<file path="src/rtl/rom_dl_router.sv">
// rom_dl_router: packs the data_io download byte stream into 16-bit words,
// routes each word to an address-mapped SDRAM write port over a toggle
// req/ack handshake, and generates the stretched core reset and rom_loaded.
module rom_dl_router #(
  parameter int                   NPORTS = 2,
  parameter int                   AW     = 25,
  parameter logic [NPORTS*AW-1:0] BASES  = {25'h10000, 25'h0},
  parameter logic [NPORTS*AW-1:0] SIZES  = {25'h0C000, 25'h10000},
  parameter int                   RST_W  = 16
) (
  input  logic              clk_sys,
  input  logic              reset_n,
  input  logic              ioctl_downl,
  input  logic              ioctl_wr,
  input  logic [AW-1:0]     ioctl_addr,
  input  logic [7:0]        ioctl_dout,
  input  logic              ext_reset,
  output logic [NPORTS-1:0] port_req,
  input  logic [NPORTS-1:0] port_ack,
  output logic [AW-2:0]     port_a,
  output logic [1:0]        port_ds,
  output logic [15:0]       port_d,
  output logic              port_we,
  output logic              rom_loaded,
  output logic              core_reset,
  output logic              overrun
);

  localparam int PW = (NPORTS > 1) ? $clog2(NPORTS) : 1;

  typedef enum logic [1:0] {
    IDLE  = 2'd0,
    ISSUE = 2'd1,
    WAIT  = 2'd2
  } state_t;

  state_t            state_q, state_d;
  logic              wr_q, downl_q;
  logic              stb_q, stb_d, fall_q, fall_d;
  logic [AW-1:0]     addr_q;
  logic [7:0]        dout_q;
  logic              pend_v_q, pend_v_d;
  logic [7:0]        pend_b_q, pend_b_d;
  logic [AW-1:0]     pend_local_q, pend_local_d;
  logic [PW-1:0]     pend_port_q, pend_port_d;
  logic              fl_q, fl_d, ended_q, ended_d;
  logic [PW-1:0]     iss_port_q, iss_port_d;
  logic [NPORTS-1:0] req_q, req_d;
  logic [AW-2:0]     a_q, a_d;
  logic [1:0]        ds_q, ds_d;
  logic [15:0]       d_q, d_d;
  logic              we_q, we_d, loaded_q, loaded_d, ovr_q, ovr_d;
  logic [RST_W-1:0]  cnt_q, cnt_d;
  logic              crst_q, crst_d;

  logic              hit_s, pair_s, flush_now_s;
  logic [PW-1:0]     hit_port_s;
  logic [AW-1:0]     local_s, base_s, top_s;
  logic              iss_s;
  logic [PW-1:0]     iss_sel_s;
  logic [AW-2:0]     iss_a_s;
  logic [1:0]        iss_ds_s;
  logic [15:0]       iss_d_s;

  // Edge detection: strobe rising edge and download falling edge.
  always_comb begin
    stb_d  = ioctl_wr & ~wr_q;
    fall_d = ~ioctl_downl & downl_q;
  end

  // Region decode: scan high to low so the lowest matching region wins.
  always_comb begin
    hit_s      = 1'b0;
    hit_port_s = '0;
    local_s    = '0;
    base_s     = '0;
    top_s      = '0;
    for (int k = NPORTS - 1; k >= 0; k--) begin
      base_s = BASES[k*AW +: AW];
      top_s  = base_s + SIZES[k*AW +: AW];
      if ((addr_q >= base_s) && (addr_q < top_s)) begin
        hit_s      = 1'b1;
        hit_port_s = PW'(k);
        local_s    = addr_q - base_s;
      end else begin
        // this region does not claim the address
      end
    end
    pair_s = pend_v_q && (pend_port_q == hit_port_s) &&
             (pend_local_q == (local_s - AW'(1)));
  end

  // Packing FSM, handshake, rom_loaded and reset stretcher next-state logic.
  always_comb begin
    state_d      = state_q;
    pend_v_d     = pend_v_q;
    pend_b_d     = pend_b_q;
    pend_local_d = pend_local_q;
    pend_port_d  = pend_port_q;
    flush_now_s  = fl_q | fall_q;
    fl_d         = fl_q | fall_q;
    ended_d      = ended_q;
    ovr_d        = ovr_q;
    req_d        = req_q;
    iss_port_d   = iss_port_q;
    a_d          = a_q;
    ds_d         = ds_q;
    d_d          = d_q;
    iss_s        = 1'b0;
    iss_sel_s    = '0;
    iss_a_s      = '0;
    iss_ds_s     = 2'b00;
    iss_d_s      = 16'h0000;
    case (state_q)
      IDLE: begin
        if (stb_q && hit_s && !addr_q[0]) begin
          // even byte: flush any older lone byte, then hold the new one
          if (pend_v_q) begin
            iss_s     = 1'b1;
            iss_sel_s = pend_port_q;
            iss_a_s   = pend_local_q[AW-1:1];
            iss_ds_s  = 2'b01;
            iss_d_s   = {pend_b_q, pend_b_q};
          end else begin
            iss_s = 1'b0;
          end
          pend_v_d     = 1'b1;
          pend_b_d     = dout_q;
          pend_local_d = local_s;
          pend_port_d  = hit_port_s;
        end else if (stb_q && hit_s) begin
          // odd byte: full word if it completes the pending byte, else hi-only
          iss_s     = 1'b1;
          iss_sel_s = hit_port_s;
          iss_a_s   = local_s[AW-1:1];
          if (pair_s) begin
            iss_ds_s = 2'b11;
            iss_d_s  = {dout_q, pend_b_q};
            pend_v_d = 1'b0;
          end else begin
            iss_ds_s = 2'b10;
            iss_d_s  = {dout_q, dout_q};
          end
        end else if (stb_q) begin
          // unmapped byte is dropped; a queued flush waits for the next IDLE
          iss_s = 1'b0;
        end else if (flush_now_s) begin
          fl_d    = 1'b0;
          ended_d = 1'b1;
          if (pend_v_q) begin
            iss_s     = 1'b1;
            iss_sel_s = pend_port_q;
            iss_a_s   = pend_local_q[AW-1:1];
            iss_ds_s  = 2'b01;
            iss_d_s   = {pend_b_q, pend_b_q};
            pend_v_d  = 1'b0;
          end else begin
            iss_s = 1'b0;
          end
        end else begin
          iss_s = 1'b0;
        end
        if (iss_s) begin
          state_d    = ISSUE;
          iss_port_d = iss_sel_s;
          a_d        = iss_a_s;
          ds_d       = iss_ds_s;
          d_d        = iss_d_s;
        end else begin
          state_d = IDLE;
        end
      end
      ISSUE: begin
        req_d[iss_port_q] = ~req_q[iss_port_q];
        state_d           = WAIT;
        ovr_d             = ovr_q | stb_q;
      end
      WAIT: begin
        if (port_ack[iss_port_q] == req_q[iss_port_q]) begin
          state_d = IDLE;
        end else begin
          state_d = WAIT;
        end
        ovr_d = ovr_q | stb_q;
      end
      default: begin
        state_d = IDLE;
      end
    endcase

    we_d     = ioctl_downl | (state_d != IDLE);
    loaded_d = loaded_q | (~downl_q & ended_q & (state_q == IDLE) & ~pend_v_q);

    if (ext_reset | downl_q | ~loaded_q) begin
      cnt_d = '1;
    end else if (cnt_q != '0) begin
      cnt_d = cnt_q - RST_W'(1);
    end else begin
      cnt_d = cnt_q;
    end
    crst_d = (cnt_q != '0);
  end

  // State register with asynchronous active-low reset.
  always_ff @(posedge clk_sys or negedge reset_n) begin
    if (!reset_n) begin
      state_q      <= IDLE;
      wr_q         <= 1'b0;
      downl_q      <= 1'b0;
      stb_q        <= 1'b0;
      fall_q       <= 1'b0;
      addr_q       <= '0;
      dout_q       <= 8'h00;
      pend_v_q     <= 1'b0;
      pend_b_q     <= 8'h00;
      pend_local_q <= '0;
      pend_port_q  <= '0;
      fl_q         <= 1'b0;
      ended_q      <= 1'b0;
      iss_port_q   <= '0;
      req_q        <= '0;
      a_q          <= '0;
      ds_q         <= 2'b00;
      d_q          <= 16'h0000;
      we_q         <= 1'b0;
      loaded_q     <= 1'b0;
      ovr_q        <= 1'b0;
      cnt_q        <= '1;
      crst_q       <= 1'b1;
    end else begin
      state_q      <= state_d;
      wr_q         <= ioctl_wr;
      downl_q      <= ioctl_downl;
      stb_q        <= stb_d;
      fall_q       <= fall_d;
      addr_q       <= ioctl_addr;
      dout_q       <= ioctl_dout;
      pend_v_q     <= pend_v_d;
      pend_b_q     <= pend_b_d;
      pend_local_q <= pend_local_d;
      pend_port_q  <= pend_port_d;
      fl_q         <= fl_d;
      ended_q      <= ended_d;
      iss_port_q   <= iss_port_d;
      req_q        <= req_d;
      a_q          <= a_d;
      ds_q         <= ds_d;
      d_q          <= d_d;
      we_q         <= we_d;
      loaded_q     <= loaded_d;
      ovr_q        <= ovr_d;
      cnt_q        <= cnt_d;
      crst_q       <= crst_d;
    end
  end

  assign port_req   = req_q;
  assign port_a     = a_q;
  assign port_ds    = ds_q;
  assign port_d     = d_q;
  assign port_we    = we_q;
  assign rom_loaded = loaded_q;
  assign core_reset = crst_q;
  assign overrun    = ovr_q;

endmodule

</file>
<file path="config.mk">
export PLATFORM = sky130hd
export DESIGN_NAME = rom_dl_router
export DESIGN_NICKNAME = d
export VERILOG_FILES = /design/src/rtl/rom_dl_router.sv
export SDC_FILE = /design/constraint.sdc
export NUM_CORES = 1
export LEC_CHECK = 0
export ABC_AREA = 1
export BUFFER_PORTS_ARGS = -buffer_cell sky130_fd_sc_hd__buf_2
export CORE_MARGIN = 8
export CORE_UTILIZATION = 63
export CTS_CLUSTER_DIAMETER = 150
export DETAILED_ROUTE_END_ITERATION = 10
export HOLD_SLACK_MARGIN = 0.08
export PLACE_DENSITY = 0.95
export SLEW_MARGIN = 0
export SYNTH_ARGS = -nofsm -noshare
export SYNTH_HDL_FRONTEND = slang
export SYNTH_SLANG_ARGS = --single-unit
export TNS_END_PERCENT = 20
</file>
<file path="constraint.sdc">
create_clock -name clk_sys -period 5.3 [get_ports clk_sys]
set_input_delay 0.265 -clock clk_sys [delete_from_list [all_inputs] [get_ports clk_sys]]
set_output_delay 0.265 -clock clk_sys [all_outputs]
set_load 0.02 [all_outputs]
</file>
==> results.py <==
metrics = {
    "run_status": {
        "status": "finished, final reports clean",
    },
    "setup_path": {
        "critPathRequiredTime_ns": 5.61,
        "crit_chain": "nor2_1 > nand2_2 > nor2_8 > nand2_4 > nor2_4 > inv_2 > nor2_8 > inv_4 > nor2_8 > nor2_2 > nor2_2 > inv_2 > nand2_2 > inv_2 > a21oi_1 > a21oi_1",
        "critPathArrivalTime_ns": 4.51,
        "r2r-start": "addr_q[18]$_DFF_PN0_",
        "r2r_setup_slack_ns": 1.10,
        "cp_max_fo": 44,
        "worstSetupStartpointType": "register",
        "ff2ff_path_depth": 16,
        "crit_family": "simple AND/OR/NAND/NOR gates",
        "crit_type": "register to register",
        "critPathMaxStageDelay_ns": 0.44,
        "cp_slowest_cell": "nand2_2",
        "r2r_end": "port_a[21]$_DFFE_PN0P_",
        "cp_num_buf_inv": 4,
        "end_kind": "register",
    },
    "job": {
        "maxCapViolations": 0,
    },
    "cts": {
        "clock_sinks": 141,
        "path_clk_slew_ns": 0.06,
        "post-cts-setup-buffers": 0,
        "cts-resized-gates": 0,
        "holdBufCountCts": 36,
        "cts_buffer_depth": 2,
        "clock-root-buffer": "clkbuf_16",
        "clk_latency_ns": 0.44,
        "htreeDepth": 4,
        "cts_buffers": 17,
        "cts_tree": "done",
    },
    "sta": {
        "finalCriticalPeriod_ns": 4.20,
        "period_share_pct": 79.3,
        "clock_skew_ns": 0.00843,
        "slew_headroom_pct": 26.1,
        "fmax_mhz": 238,
        "hold_viol": 0,
        "setup_viol_count_final": 0,
        "tightest_slew_ns": 1.10,
        "drv_slew": 0,
        "tns_ns": 0,
        "rsz0062_at_grt": "no",
    },
    "floorplanning": {
        "die_area_sq_um": 15500,
        "initial_core_util_pct": 64.6,
        "chipWidth_um": 124,
        "die_h_um": 124,
        "row_count": 39,
        "num_io_pins": 88,
        "core_region_area_sq_um": 11500,
    },
    "routing": {
        "wl_met1_mm": 7.98,
        "first_pass_iters": 6,
        "wl_met2_mm": 10.4,
        "dr.first_iter.drc_count": 847,
        "drt-wirelength-per-cell_um": 18.1,
        "topRoutingLayerUsed": "met4",
        "drc_errors": 0,
        "vias_per_cell": 5.90,
        "wirelength_mm": 21.3,
        "ant_nets": 0,
        "vias": 6909,
        "wl_met3_mm": 2.12,
    },
    "layout": {
        "syn_to_final_growth_pct": 19.6,
        "drive_gt1_share_pct": 19.2,
        "layout_common_cells": "nand2_1 (211), dfrtp_1 (124), inv_1 (120), buf_2 (86), nor2_1 (70)",
        "fillers": 754,
        "final_nets": 1062,
        "n_antenna_cell": 0,
        "layout_commonest_cell": "nand2_1",
        "final_core_util_pct": 77.2,
    },
    "yosys": {
        "synth_area_per_cell_sq_um": 8.26,
        "synthesis.area_sq_um": 7400,
        "ys_ff_latch": 141,
        "synthArstFlopShare_pct": 100,
        "synthCells": 896,
        "syn-num-nets": 942,
        "ys_types": 54,
        "ys_seq_area_share_pct": 47.9,
        "yosys_warnings": 0,
        "synth_edf_count": 0,
        "synth_flop_cell": "dfrtp_1",
    },
    "pwr": {
        "p_leak_uw": 0.00432,
        "p_per_area_nw_per_um2": 277,
        "vdd_drop_max_v": 0.000367,
    },
    "worst_hold_path": {
        "hp-class": "input port to register",
        "hold_end": "cnt_q[12]$_DFFE_PN1P_",
        "holdCritStartpoint": "ext_reset",
        "min_path_cells": 3,
    },
    "grt": {
        "grt_pass1_vias": 6982,
        "gr-total-overflow": 0,
        "grt_max_degree": 75,
        "grt_usage_pct": 28.0,
        "grt_pass1_wl_mm": 34.9,
        "antenna_found_initial": 0,
    },
    "placement": {
        "dp_hpwl_mm": 14.2,
        "globalplace.congestion": 0.979,
        "portBuffers": 87,
    },
}
## registers in the layout, indices dropped and copies added (netlist names)
signal	flops
addr_q	25
pend_local_q	25
port_a	24
cnt_q	16
port_d	16
dout_q	8
pend_b_q	8
port_ds	2
port_req	2
state_q	2
core_reset	1
downl_q	1
ended_q	1
fall_q	1
fl_q	1
iss_port_q	1
overrun	1
pend_port_q	1
pend_v_q	1
port_we	1
rom_loaded	1
stb_q	1
wr_q	1
## cell usage after synthesis (2+ instances only)
| master | number | area, sq um |
|---|---|---|
| o22ai_1 | 12 | 75.1 |
| a211oi_1 | 2 | 15.0 |
| buf_2 | 4 | 20.0 |
| a22oi_1 | 16 | 120 |
| nor2_4 | 6 | 67.6 |
| inv_1 | 120 | 450 |
| nor3_1 | 9 | 45.0 |
| dfstp_2 | 17 | 447 |
| nor2_1 | 70 | 263 |
| nand3_2 | 5 | 50.1 |
| o21ai_0 | 69 | 345 |
| inv_2 | 4 | 15.0 |
| clkbuf_1 | 12 | 45.0 |
| nand3_4 | 3 | 52.6 |
| xnor2_1 | 4 | 35.0 |
| nand2_1 | 211 | 792 |
| inv_4 | 2 | 12.5 |
| nor2_8 | 3 | 60.1 |
| o31ai_2 | 2 | 25.0 |
| a21oi_1 | 44 | 220 |
| o211ai_2 | 4 | 50.1 |
| nand3_1 | 49 | 245 |
| dfrtp_1 | 124 | 3100 |
| o211ai_1 | 6 | 45.0 |
| o22a_1 | 9 | 78.8 |
| a21o_1 | 2 | 15.0 |
| o31ai_1 | 6 | 45.0 |
| buf_4 | 2 | 15.0 |
| nand4_1 | 11 | 68.8 |
| o32ai_1 | 2 | 17.5 |
| nor4_1 | 3 | 18.8 |
| o221ai_1 | 2 | 17.5 |
| buf_1 | 2 | 7.51 |
| nand2_2 | 10 | 62.6 |
| or2_2 | 2 | 12.5 |
| buf_6 | 4 | 45.0 |
| ha_1 | 6 | 75.1 |
| xor2_1 | 9 | 78.8 |
| nand2_4 | 3 | 33.8 |
| nor2_2 | 11 | 68.8 |
## per-stage QoR
step	total power [uW]	instances	cell area, sq um	hold slack, ns	setup WS (ns)
6_report	2450	1172	8860	0.251	1.10
5_1_grt	2520	1172	8860	0.254	0.762
4_1_cts	2450	1172	8860	0.232	1.16
3_5_place_dp	1250	1104	7910	0.317	1.27
3_3_place_gp	1250	1104	7910	0.311	1.51
2_1_floorplan	1190	896	7400	-0.0306	2.51
## layout make-up
type	count	area, sq um	share of cell area [%]
clock buffers	19	453	5.11
clock inverters	13	139	1.57
inverters	126	478	5.40
multi-input cells	604	3230	36.5
flip-flops and latches	141	3550	40.1
well taps	143	179	2.02
repair buffers	126	825	9.31
## worst max-delay path by stage
| stage | startpoint | end | slack (ns) | depth (start not counted) |
|---|---|---|---|---|
| 2_1_floorplan | addr_q[21]$_DFF_PN0_ | port_d[0]$_DFFE_PN0P_ | 2.51 | 20 |
| 3_3_place_gp | addr_q[18]$_DFF_PN0_ | port_a[21]$_DFFE_PN0P_ | 1.51 | 16 |
| 3_5_place_dp | addr_q[17]$_DFF_PN0_ | port_a[0]$_DFFE_PN0P_ | 1.27 | 15 |
| 4_1_cts | addr_q[17]$_DFF_PN0_ | port_a[4]$_DFFE_PN0P_ | 1.16 | 15 |
| 5_1_grt | addr_q[18]$_DFF_PN0_ | port_a[21]$_DFFE_PN0P_ | 0.76 | 16 |
| 6_report | addr_q[18]$_DFF_PN0_ | port_a[21]$_DFFE_PN0P_ | 1.10 | 16 |
## worst reg2reg max path, delay by kind of cell, from the launching register on
kind	cells	cell delay, ns
simple gates	10	2.40
buf+inv	4	0.88
flops	1	0.43
compound gates	2	0.36
## power breakdown
group          switching [uW]  internal, uW  total, uW
registers                24.5          1100       1130
clock network             476           717       1190
logic                    78.4          50.9        129
total                     579          1870       2450
## routing by layer
metal  vias up  global-route usage (%)
li1       3185                       -
met1      3241                    33.0
met2       407                    45.8
met3        76                    8.72
met4         0                    13.3
met5         -                       0
## cell families after synthesis
| group | after synthesis | synth area share [%] |
|---|---|---|
| AOI/OAI and AO/OA | 183 | 15.4 |
| and+or+nand+nor | 400 | 25.3 |
| adders and majority gates | 6 | 1.01 |
| buffers and inverters | 151 | 8.45 |
| muxes | 1 | 0.135 |
| xor gates and xnor gates | 14 | 1.76 |
| DFF | 141 | 47.9 |
Power figures use the tool's default switching activity.
